--- src/rtl/mem_wr_seq_pkg.sv ---
// Shared definitions for the memory-write sequencer: state encoding and
// the default wait-for-acknowledge limit.
package mem_wr_seq_pkg;

    typedef enum logic [1:0] {
        MEM_WR_SEQ_IDLE  = 2'd0,
        MEM_WR_SEQ_BYTE0 = 2'd1,
        MEM_WR_SEQ_BYTE1 = 2'd2
    } mem_wr_seq_state_t;

    localparam int MEM_WR_SEQ_MAX_WAIT = 16;

endpackage

--- src/rtl/mem_wr_seq.sv ---
// Memory-write sequencer: captures a 16-bit internal-bus value and drives one
// or two byte-wide write cycles with a request/acknowledge (WAIT) handshake.
// Wide writes step the address by +1 (lo byte first) or -1 (hi byte first,
// stack push order). A byte that waits too long for mem_ack aborts the write.
module mem_wr_seq
    import mem_wr_seq_pkg::*;
#(
    parameter int MAX_WAIT       = MEM_WR_SEQ_MAX_WAIT,
    parameter int WAIT_CNT_WIDTH = 5
) (
    input  logic        clk,
    input  logic        rst_n,
    input  logic        wr_start,
    input  logic        wr_wide,
    input  logic        wr_hi_first,
    input  logic [15:0] wr_addr,
    input  logic [15:0] int_bus,
    input  logic        mem_ack,
    output logic        mem_wr,
    output logic [15:0] mem_addr,
    output logic [7:0]  mem_dout,
    output logic        busy,
    output logic        done,
    output logic        err_timeout,
    output logic        overrun
);

    // Timeout is disabled entirely when MAX_WAIT is zero.
    localparam bit TIMEOUT_EN = (MAX_WAIT != 0);
    localparam logic [WAIT_CNT_WIDTH-1:0] WAIT_LAST =
        WAIT_CNT_WIDTH'((MAX_WAIT > 0) ? (MAX_WAIT - 1) : 0);

    mem_wr_seq_state_t          state, state_nxt;
    logic [WAIT_CNT_WIDTH-1:0]  wait_cnt, wait_cnt_nxt;
    logic [15:0]                data_q, data_nxt;
    logic                       wide_q, wide_nxt;
    logic                       hi_first_q, hi_first_nxt;
    logic                       mem_wr_nxt;
    logic [15:0]                mem_addr_nxt;
    logic [7:0]                 mem_dout_nxt;
    logic                       done_nxt;
    logic                       err_nxt;
    logic                       overrun_nxt;
    logic                       wait_expired;
    logic                       byte_state;

    assign byte_state   = (state == MEM_WR_SEQ_BYTE0) || (state == MEM_WR_SEQ_BYTE1);
    assign wait_expired = TIMEOUT_EN && (wait_cnt == WAIT_LAST);
    assign busy         = byte_state;

    // State, captured request and registered bus outputs; reset aborts any write.
    always_ff @(posedge clk or negedge rst_n) begin
        if (!rst_n) begin
            state       <= MEM_WR_SEQ_IDLE;
            wait_cnt    <= '0;
            data_q      <= '0;
            wide_q      <= 1'b0;
            hi_first_q  <= 1'b0;
            mem_wr      <= 1'b0;
            mem_addr    <= '0;
            mem_dout    <= '0;
            done        <= 1'b0;
            err_timeout <= 1'b0;
            overrun     <= 1'b0;
        end else begin
            state       <= state_nxt;
            wait_cnt    <= wait_cnt_nxt;
            data_q      <= data_nxt;
            wide_q      <= wide_nxt;
            hi_first_q  <= hi_first_nxt;
            mem_wr      <= mem_wr_nxt;
            mem_addr    <= mem_addr_nxt;
            mem_dout    <= mem_dout_nxt;
            done        <= done_nxt;
            err_timeout <= err_nxt;
            overrun     <= overrun_nxt;
        end
    end

    // Next-state and next-output decode; address/data hold their value in IDLE.
    always_comb begin
        state_nxt    = state;
        wait_cnt_nxt = wait_cnt;
        data_nxt     = data_q;
        wide_nxt     = wide_q;
        hi_first_nxt = hi_first_q;
        mem_wr_nxt   = mem_wr;
        mem_addr_nxt = mem_addr;
        mem_dout_nxt = mem_dout;
        done_nxt     = 1'b0;
        err_nxt      = 1'b0;
        overrun_nxt  = 1'b0;

        case (state)
            MEM_WR_SEQ_IDLE: begin
                mem_wr_nxt = 1'b0;
                if (wr_start) begin
                    data_nxt     = int_bus;
                    wide_nxt     = wr_wide;
                    hi_first_nxt = wr_hi_first;
                    state_nxt    = MEM_WR_SEQ_BYTE0;
                    wait_cnt_nxt = '0;
                    mem_wr_nxt   = 1'b1;
                    mem_addr_nxt = wr_addr;
                    mem_dout_nxt = (wr_wide && wr_hi_first) ? int_bus[15:8] : int_bus[7:0];
                end
            end

            MEM_WR_SEQ_BYTE0, MEM_WR_SEQ_BYTE1: begin
                // A new request cannot be queued while a write is in flight.
                overrun_nxt = wr_start;
                if (mem_ack) begin
                    if ((state == MEM_WR_SEQ_BYTE0) && wide_q) begin
                        state_nxt    = MEM_WR_SEQ_BYTE1;
                        wait_cnt_nxt = '0;
                        mem_addr_nxt = hi_first_q ? (mem_addr - 16'd1) : (mem_addr + 16'd1);
                        mem_dout_nxt = hi_first_q ? data_q[7:0] : data_q[15:8];
                    end else begin
                        state_nxt  = MEM_WR_SEQ_IDLE;
                        mem_wr_nxt = 1'b0;
                        done_nxt   = 1'b1;
                    end
                end else if (wait_expired) begin
                    state_nxt  = MEM_WR_SEQ_IDLE;
                    mem_wr_nxt = 1'b0;
                    err_nxt    = 1'b1;
                end else begin
                    wait_cnt_nxt = wait_cnt + 1'b1;
                end
            end

            default: begin
                state_nxt  = MEM_WR_SEQ_IDLE;
                mem_wr_nxt = 1'b0;
            end
        endcase
    end

endmodule

--- config.mk ---
export PLATFORM = sky130hd
export DESIGN_NAME = mem_wr_seq
export DESIGN_NICKNAME = d
export VERILOG_FILES = /design/src/rtl/mem_wr_seq_pkg.sv /design/src/rtl/mem_wr_seq.sv
export SDC_FILE = /design/constraint.sdc
export NUM_CORES = 1
export LEC_CHECK = 0
export CORE_UTILIZATION = 30
export CTS_CLUSTER_SIZE = 14
export DETAILED_ROUTE_END_ITERATION = 8
export PLACE_DENSITY = 0.59
export SLEW_MARGIN = 20
export SYNTH_ARGS = -nofsm -noshare
export SYNTH_HDL_FRONTEND = slang
export SYNTH_SLANG_ARGS = --single-unit
export TNS_END_PERCENT = 100
--- constraint.sdc ---
create_clock -name clk -period 7 [get_ports clk]
set_input_delay 1.4 -clock clk [delete_from_list [all_inputs] [get_ports clk]]
set_output_delay 1.4 -clock clk [all_outputs]
set_load 0.1 [all_outputs]
# Yosys cells after proc, flatten, opt, wreduce, memory -nomap -nowiden
# Cells that the tools add are included.
totals:
  inputBits: 38
  regBits: 53
  out_inout_bits: 29
  word_cells: 68
op_classes:
  n_eq_ne: 10
  reduce_logical: 11
  mux: 33
  n_addsub: 3
op_table:
  columns: ["cell", "count"]
  rows:
  - ["$mux 16", 4]
  - ["$mux 8", 5]
  - ["$pmux 16 s2", 1]
  - ["$mux 5", 4]
  - ["$add 16x1->16 const B", 1]
  - ["$pmux 8 s2", 1]
  - ["$sub 16x1->16 const B", 1]
  - ["$ne 3x3->1 const B", 4]
  - ["$mux 1", 11]
  - ["$pmux 5 s2", 1]
  - ["$mux 2", 4]
  - ["$reduce_and 4->1", 2]
  - ["$ne 2x2->1 const B", 3]
  - ["$reduce_and 2->1", 3]
  - ["$add 5x1->5 const B", 1]
  - ["$eq 5x4->1 const B", 1]
  - ["$pmux 2 s2", 1]
  - ["$eq 2x1->1 const B", 1]
  - ["$eq 2x2->1 const B", 1]
  - ["$logic_and 1x1->1", 2]
  - ["$logic_not 2->1", 1]
  - ["$pmux 1 s2", 1]
  - ["$reduce_bool 2->1", 1]
  - ["$reduce_or 2->1", 1]
  - ["$logic_or 1x1->1", 1]

# Depth between registers and ports, before layout
depth:
  ltp_word: 5
  mapped_depth: 11
  depth_no_buf: 9

# Worst setup path after synthesis
# Ideal clock, no wire load.
synth_timing:
  path_kind: "reg-to-reg"
  start: "register mem_addr[0]"
  end: "register mem_addr[12]"
  path_buffers: 0
  t_required_ps: 6874
  period_less_slack_ps: 2745
  arrival_time_ps: 2620
  path_slack_ps: 4255
  setup_ps: 126
  stages_incl_launch_ff: 9
  cell_sequence: "dfrtp_1 -> fa_1 -> a21o_1 -> a21o_1 -> a211oi_2 -> a21oi_1 -> a221oi_2 -> xor2_1 -> o21ai_1"
synth_via:
  elab_chain_len: 5
  word_cells_on_any_way: 6
synth_lines:
  columns: ["item", "line_no", "source"]
  rows:
  - ["start, declared", "mem_wr_seq.sv:20", "output logic [15:0] mem_addr,"]
  - ["start signal, assigned", "mem_wr_seq.sv:72", "mem_addr <= mem_addr_nxt;"]
  - ["$add 16x1->16 or $sub 16x1->16 (tied branches)", "mem_wr_seq.sv:116", "mem_addr_nxt = hi_first_q ? (mem_addr - 16'd1) : (mem_addr + 16'd1);"]
  - ["$mux 16 *", "mem_wr_seq.sv:116", null]
  - ["$mux 16 *", "mem_wr_seq.sv:113", "if ((state == MEM_WR_SEQ_BYTE0) && wide_q) begin"]
  - ["$mux 16 *", "mem_wr_seq.sv:112", "if (mem_ack) begin"]
  - ["$pmux 16 s2 *", "mem_wr_seq.sv:94", "case (state)"]
# Every way passes the cells marked *; elsewhere a longest branch is shown, timed or not. The select of a mux whose other input is x is not followed.
# A chain may end at the register's enable or synchronous reset.

# Worst setup path in the final report
layout_timing:
  start: "register state[0]"
  end: "output busy"
layout_via:
  elab_chain_len: 2
  word_cells_on_any_way: 3
layout_lines:
  columns: ["item", "line_no", "source"]
  rows:
  - ["start, declared", "mem_wr_seq.sv:33", "mem_wr_seq_state_t state, state_nxt;"]
  - ["start signal, assigned", "mem_wr_seq.sv:66", "state <= state_nxt;"]
  - ["$eq 2x1->1 or $eq 2x2->1 (tied branches)", "mem_wr_seq.sv:47", "assign byte_state = (state == MEM_WR_SEQ_BYTE0) || (state == MEM_WR_SEQ_BYTE1);"]
  - ["$logic_or 1x1->1 *", "mem_wr_seq.sv:47", null]
  - ["end, declared", "mem_wr_seq.sv:22", "output logic busy,"]
# Every way passes the cells marked *; elsewhere a longest branch is shown, timed or not.

==> impl_metrics.env <==
export IMPL_r2r_end="mem_addr[2]"
export IMPL_wl_per_cell_um=13.70
export IMPL_ys_async_sr_fraction_pct=100.0
export IMPL_nNetsFinal=451
export IMPL_hold_path_end="wait_cnt[4]"
export IMPL_cpPeakStageDelay_ps=1280
export IMPL_reg2regPathDepth=6
export IMPL_n_antenna_cell=0
export IMPL_yosysSeqAreaShare_pct=40.78
export IMPL_num_vias=2578
export IMPL_yosysMostFrequentCell="dfrtp_1"
export IMPL_initial_core_util_pct=31.22
export IMPL_ys_ff_latch=53
export IMPL_setup_tns_ps=0
export IMPL_slowest_stage="clkdlybuf4s50_1"
export IMPL_grt_remaining_overflow=0
export IMPL_maxSlewViolCount=0
export IMPL_first_global_vias=2630
export IMPL_antenna_left=0
export IMPL_clkLatencyLatePin_ps=310
export IMPL_yosysTopAreaCellShare_pct=40.78
export IMPL_tritoncts="yes"
export IMPL_clockRootBuffer="clkbuf_8"
export IMPL_rsz0062_at_grt="false"
export IMPL_clkTransAtPathRegs_ps=100
export IMPL_synthTopCellsByCount="53 x dfrtp_1, 39 x nand2_1, 37 x o21ai_0, 27 x a21oi_1, 26 x mux2_2"
export IMPL_critical_path_class="reg2out"
export IMPL_syn_num_nets=388
export IMPL_antenna_found_initial=0
export IMPL_end_kind="output pin"
export IMPL_design_core_area_mm2=0.01042
export IMPL_clockBufferDepth=2
export IMPL_drt_first_pass_iters=4
export IMPL_report_final_hold_viol_count=0
export IMPL_rows=37
export IMPL_setup_viol=0
export IMPL_cp_max_fo=47
export IMPL_status="finished clean"
export IMPL_clock_skew_ps=4.019
export IMPL_grt_max_degree=54
export IMPL_cts_max_level=2
export IMPL_min_path_type="reg2reg"
export IMPL_wl_um=7263
export IMPL_start_kind="register"
export IMPL_cts_sinks=53
export IMPL_synth_top_cell_by_area="dfrtp_1"
export IMPL_yosysWarnings=0
export IMPL_fin_crit_ps=4381
export IMPL_min_from="wait_cnt[4]"
export IMPL_netlist_area_mm2=0.003252
export IMPL_die_area_mm2=0.01126
export IMPL_cts_resized_gates=0
export IMPL_die_h_um=106.1
export IMPL_tightest_slew_ps=974.5
export IMPL_arrival_ps=2980
export IMPL_synth_flop_cell="dfrtp_1"
export IMPL_crit_required_ps=5600
export IMPL_hold_buffers=0
export IMPL_worstHoldPathCells=2
export IMPL_die_x_um=106.1
export IMPL_fmax_mhz=228.3
export IMPL_areaGrowthSynthToFinish_pct=27.36
export IMPL_ios=67
export IMPL_holdWs_ps=489.9
export IMPL_cts_buffers_inserted=5
export IMPL_postSynthCellCount=330
export IMPL_slew_headroom_pct=34.83
export IMPL_synth_edff_count=0
export IMPL_cap_violations=0
export IMPL_avgSynthCellArea_um2=9.854
export IMPL_synth_distinct_cells=43
export IMPL_drt_initial_drc_count=102
export IMPL_gp_congestion=0.8638
export IMPL_reg2reg_from="state[0]"
export IMPL_hpwl_um=5248
export IMPL_via_per_inst=4.864
export IMPL_crit_chain="inv_1 -> ha_2 -> clkdlybuf4s50_1"
export IMPL_route_detailed_drc=0
export IMPL_grt_pass1_wl_um=12360
export IMPL_grt_usage_pct=13.78
export IMPL_drive_gt1_share_pct=11.93
export IMPL_synth_top_cells_by_area="dfrtp_1 41%, mux2_2 9.0%, ha_1 7.3%, o21ai_0 5.7%, mux2i_1 4.9%"
export IMPL_rrSetupSlack_ps=4230
export IMPL_finalCritPeriodShare_pct=62.59
export IMPL_postCtsSetupRepairBufs=0
export IMPL_port_buffers=66
==> flip-flops by register name (all words and copies together) (netlist names) <==
signal	cells
hi_first_q	1
wide_q	1
data_q	16
done	1
mem_dout	8
overrun	1
mem_addr	16
mem_wr	1
err_timeout	1
state	2
wait_cnt	5
==> layout make-up <==
type	instances	area [um^2]
Inverter	6	22.52
Fill cell	1041	6275
Timing Repair Buffer	69	678.2
Multi-Input combinational cell	258	1828
Sequential cell	53	1326
Clock inverter	3	47.55
Tap cell	136	170.2
Clock buffer	5	68.82
==> per-layer routing <==
layer | part of all wire [%] | vias to the layer above | global-route usage, %
li1 | - | 1315 | -
met4 | 1.5 | 0 | 3.869
met1 | 49 | 1200 | 18.16
met3 | 4.7 | 9 | 3.188
met5 | 0 | - | 0
met2 | 45 | 54 | 22.50
==> cells in the final DEF (no fill, tap or decap), types with 3 or more instances in the layout <==
cell,count
o21ai_1,7
nor3b_1,8
a21o_1,9
nand2b_1,5
dfrtp_1,53
nand4_1,3
ha_1,18
o31ai_1,3
inv_1,6
clkbuf_8,5
nand3_1,5
clkdlybuf4s50_1,65
nor2_1,10
buf_4,3
a21oi_1,27
a211oi_2,3
nand2_1,39
nor2b_1,5
nor3_1,4
mux2_2,26
mux2i_1,16
o21ai_0,37
xor2_1,4
xnor2_1,8
==> per-stage QoR <==
stage	util (%)	cells	setup WS, ps	cell area [um^2]
5_1_grt	39.76	530	2482	4141
6_report	39.76	530	2619	4141
3_5_place_dp	38.64	522	2951	4025
4_1_cts	39.76	530	2596	4141
2_1_floorplan	-	330	4255	3252
3_3_place_gp	38.64	522	2975	4025
==> worst max path at each step <==
stage / start / to / slack [ps] / cells after the start
3_3_place_gp: state[0] / busy / 2980 / 3
6_report: state[0] / busy / 2620 / 3
5_1_grt: state[1] / busy / 2480 / 3
2_1_floorplan: mem_addr[0] / mem_addr[12] / 4250 / 8
3_5_place_dp: state[0] / busy / 2950 / 3
4_1_cts: state[0] / busy / 2600 / 3
==> cells by family (layout without fill, tap and decap cells) <==
group / count (synthesis) / in the layout / synth area share, %
buf+inv: 19 / 83 / 3.078
xor+xnor: 12 / 12 / 3.232
flops: 53 / 53 / 40.78
simple gates: 89 / 89 / 13.66
compound gates: 95 / 95 / 17.39
fa+ha+maj: 20 / 20 / 7.926
mux: 42 / 42 / 13.93
==> worst max-delay path, delay by kind of cell, from the launching register on <==
kind / cells / cell delay (ps)
fa+ha+maj: 1 / 910
buf+inv: 2 / 1350
flops: 1 / 390
Power is left out: the tool's default activity adds up to more than one toggle a clock period on the data nets, which glitch-free logic cannot reach.
==> patch: new RTL, same flow settings <==
Set the parameter `WAIT_CNT_WIDTH` to 10 (it was 5).
--- a/src/rtl/mem_wr_seq.sv
+++ b/src/rtl/mem_wr_seq.sv
@@ -8,3 +8,3 @@
     parameter int MAX_WAIT       = MEM_WR_SEQ_MAX_WAIT,
-    parameter int WAIT_CNT_WIDTH = 5
+    parameter int WAIT_CNT_WIDTH = 10
 ) (
Behaviour: same outputs for any inputs over 4 cycles, from zero or initial values and one cycle with rst_n low; that may be too few to reach the edited logic, so the function may still have changed.
==> patch against the unedited design <==
- register-to-register slack got worse by 150 ps
- core utilization grew 0.88 points
- area after synthesis rose by 7.6%
- setup slack improved by 320 ps
- sequential cell count is 5 higher
- final area increased by 12%
- worst hold slack got worse by 8.6 ps
- wire length grew 13%
Power is not shown: default switching activity piles up to over one toggle a cycle in this logic, so the estimate is an artifact.
==> patch: results <==
metrics = {
    "grt": {
        "met2_usage": 0.254,
        "grt_usage": 0.149,
        "use_met3": 0.0347,
        "grt_pass1_vias": 2880,
    },
    "cells_and_area": {
        "instances_no_fill": 572,
        "final_nets": 481,
        "buffers": 70,
        "num-multi-input-gates": 278,
        "reg_top3": "data_q: 16 flops, mem_addr: 16 flops, wait_cnt: 10 flops",
        "nNonClkInverters": 7,
        "buf_share": 0.148,
        "n_clock_buffer": 10,
        "sh_seq_area": 0.314,
    },
    "yosys": {
        "ys_seq_area_frac": 0.415,
        "syn-num-nets": 414,
        "syn_inst": 357,
        "synth_seq_cells": 58,
        "yosys.area_share.adder": 0.0701,
        "synth.distinct_cells": 47,
        "synth_compound_area_frac": 0.166,
        "synth_commonest_cells": "58 x dfrtp_1, 50 x nand2_1, 34 x o21ai_0, 28 x mux2_2, 24 x a21oi_1",
        "synth_xor_area_frac": 0.0400,
        "synthTopCellsByArea": "dfrtp_1 41%, mux2_2 9.0%, ha_1 6.4%",
    },
    "run_status": {
        "status": "complete, no violations",
    },
    "routing": {
        "viasPerCell": 4.97,
        "wl_met3_um": 366,
        "dr.first_iter.drc_count": 154,
        "wl_met1_um": 3800,
    },
    "setup_path": {
        "cpPeakStageDelay_ps": 1230,
        "cp_max_fo": 35,
        "worstPathArrival_ps": 2660,
    },
    "place": {
        "gp_congestion": 0.809,
        "hpwl_um": 5790,
    },
    "clock_network": {
        "clkTransAtPathRegs_ps": 60,
        "cts_root_buf": "clkbuf_16",
        "numCtsBuffers": 9,
        "insertion_delay_ps": 330,
    },
    "timing": {
        "finClkSkew_ps": 5.20,
    },
}
==> patch: cell count changes in the layout (fill, tap and decap cells not counted), sizes merged, moves of 5 or more <==
cell    delta
and3      +13
clkbuf     +5
dfrtp      +5
nand2     +11
nor2      +10
nor3b      -5
o21ai     -10
==> patch: stage by stage <==
| stage | setup WS [ps] | area [um^2] |
|---|---|---|
| 2_1_floorplan | 4250 | 3500 |
| 3_3_place_gp | 3310 | 4290 |
| 3_5_place_dp | 3270 | 4290 |
| 4_1_cts | 2910 | 4620 |
| 5_1_grt | 2820 | 4620 |
| 6_report | 2940 | 4620 |
==> patch: final timing paths <==
kind / from / end / slack, ps
max: state[0] / busy / 2940
min: mem_dout[5] / mem_dout[5] / 480
max reg2reg: hi_first_q / mem_addr[12] / 4080
min reg2reg: mem_dout[5] / mem_dout[5] / 480
max in group asynchronous: rst_n / done / 5260
min in group asynchronous: rst_n / data_q[6] / 1220
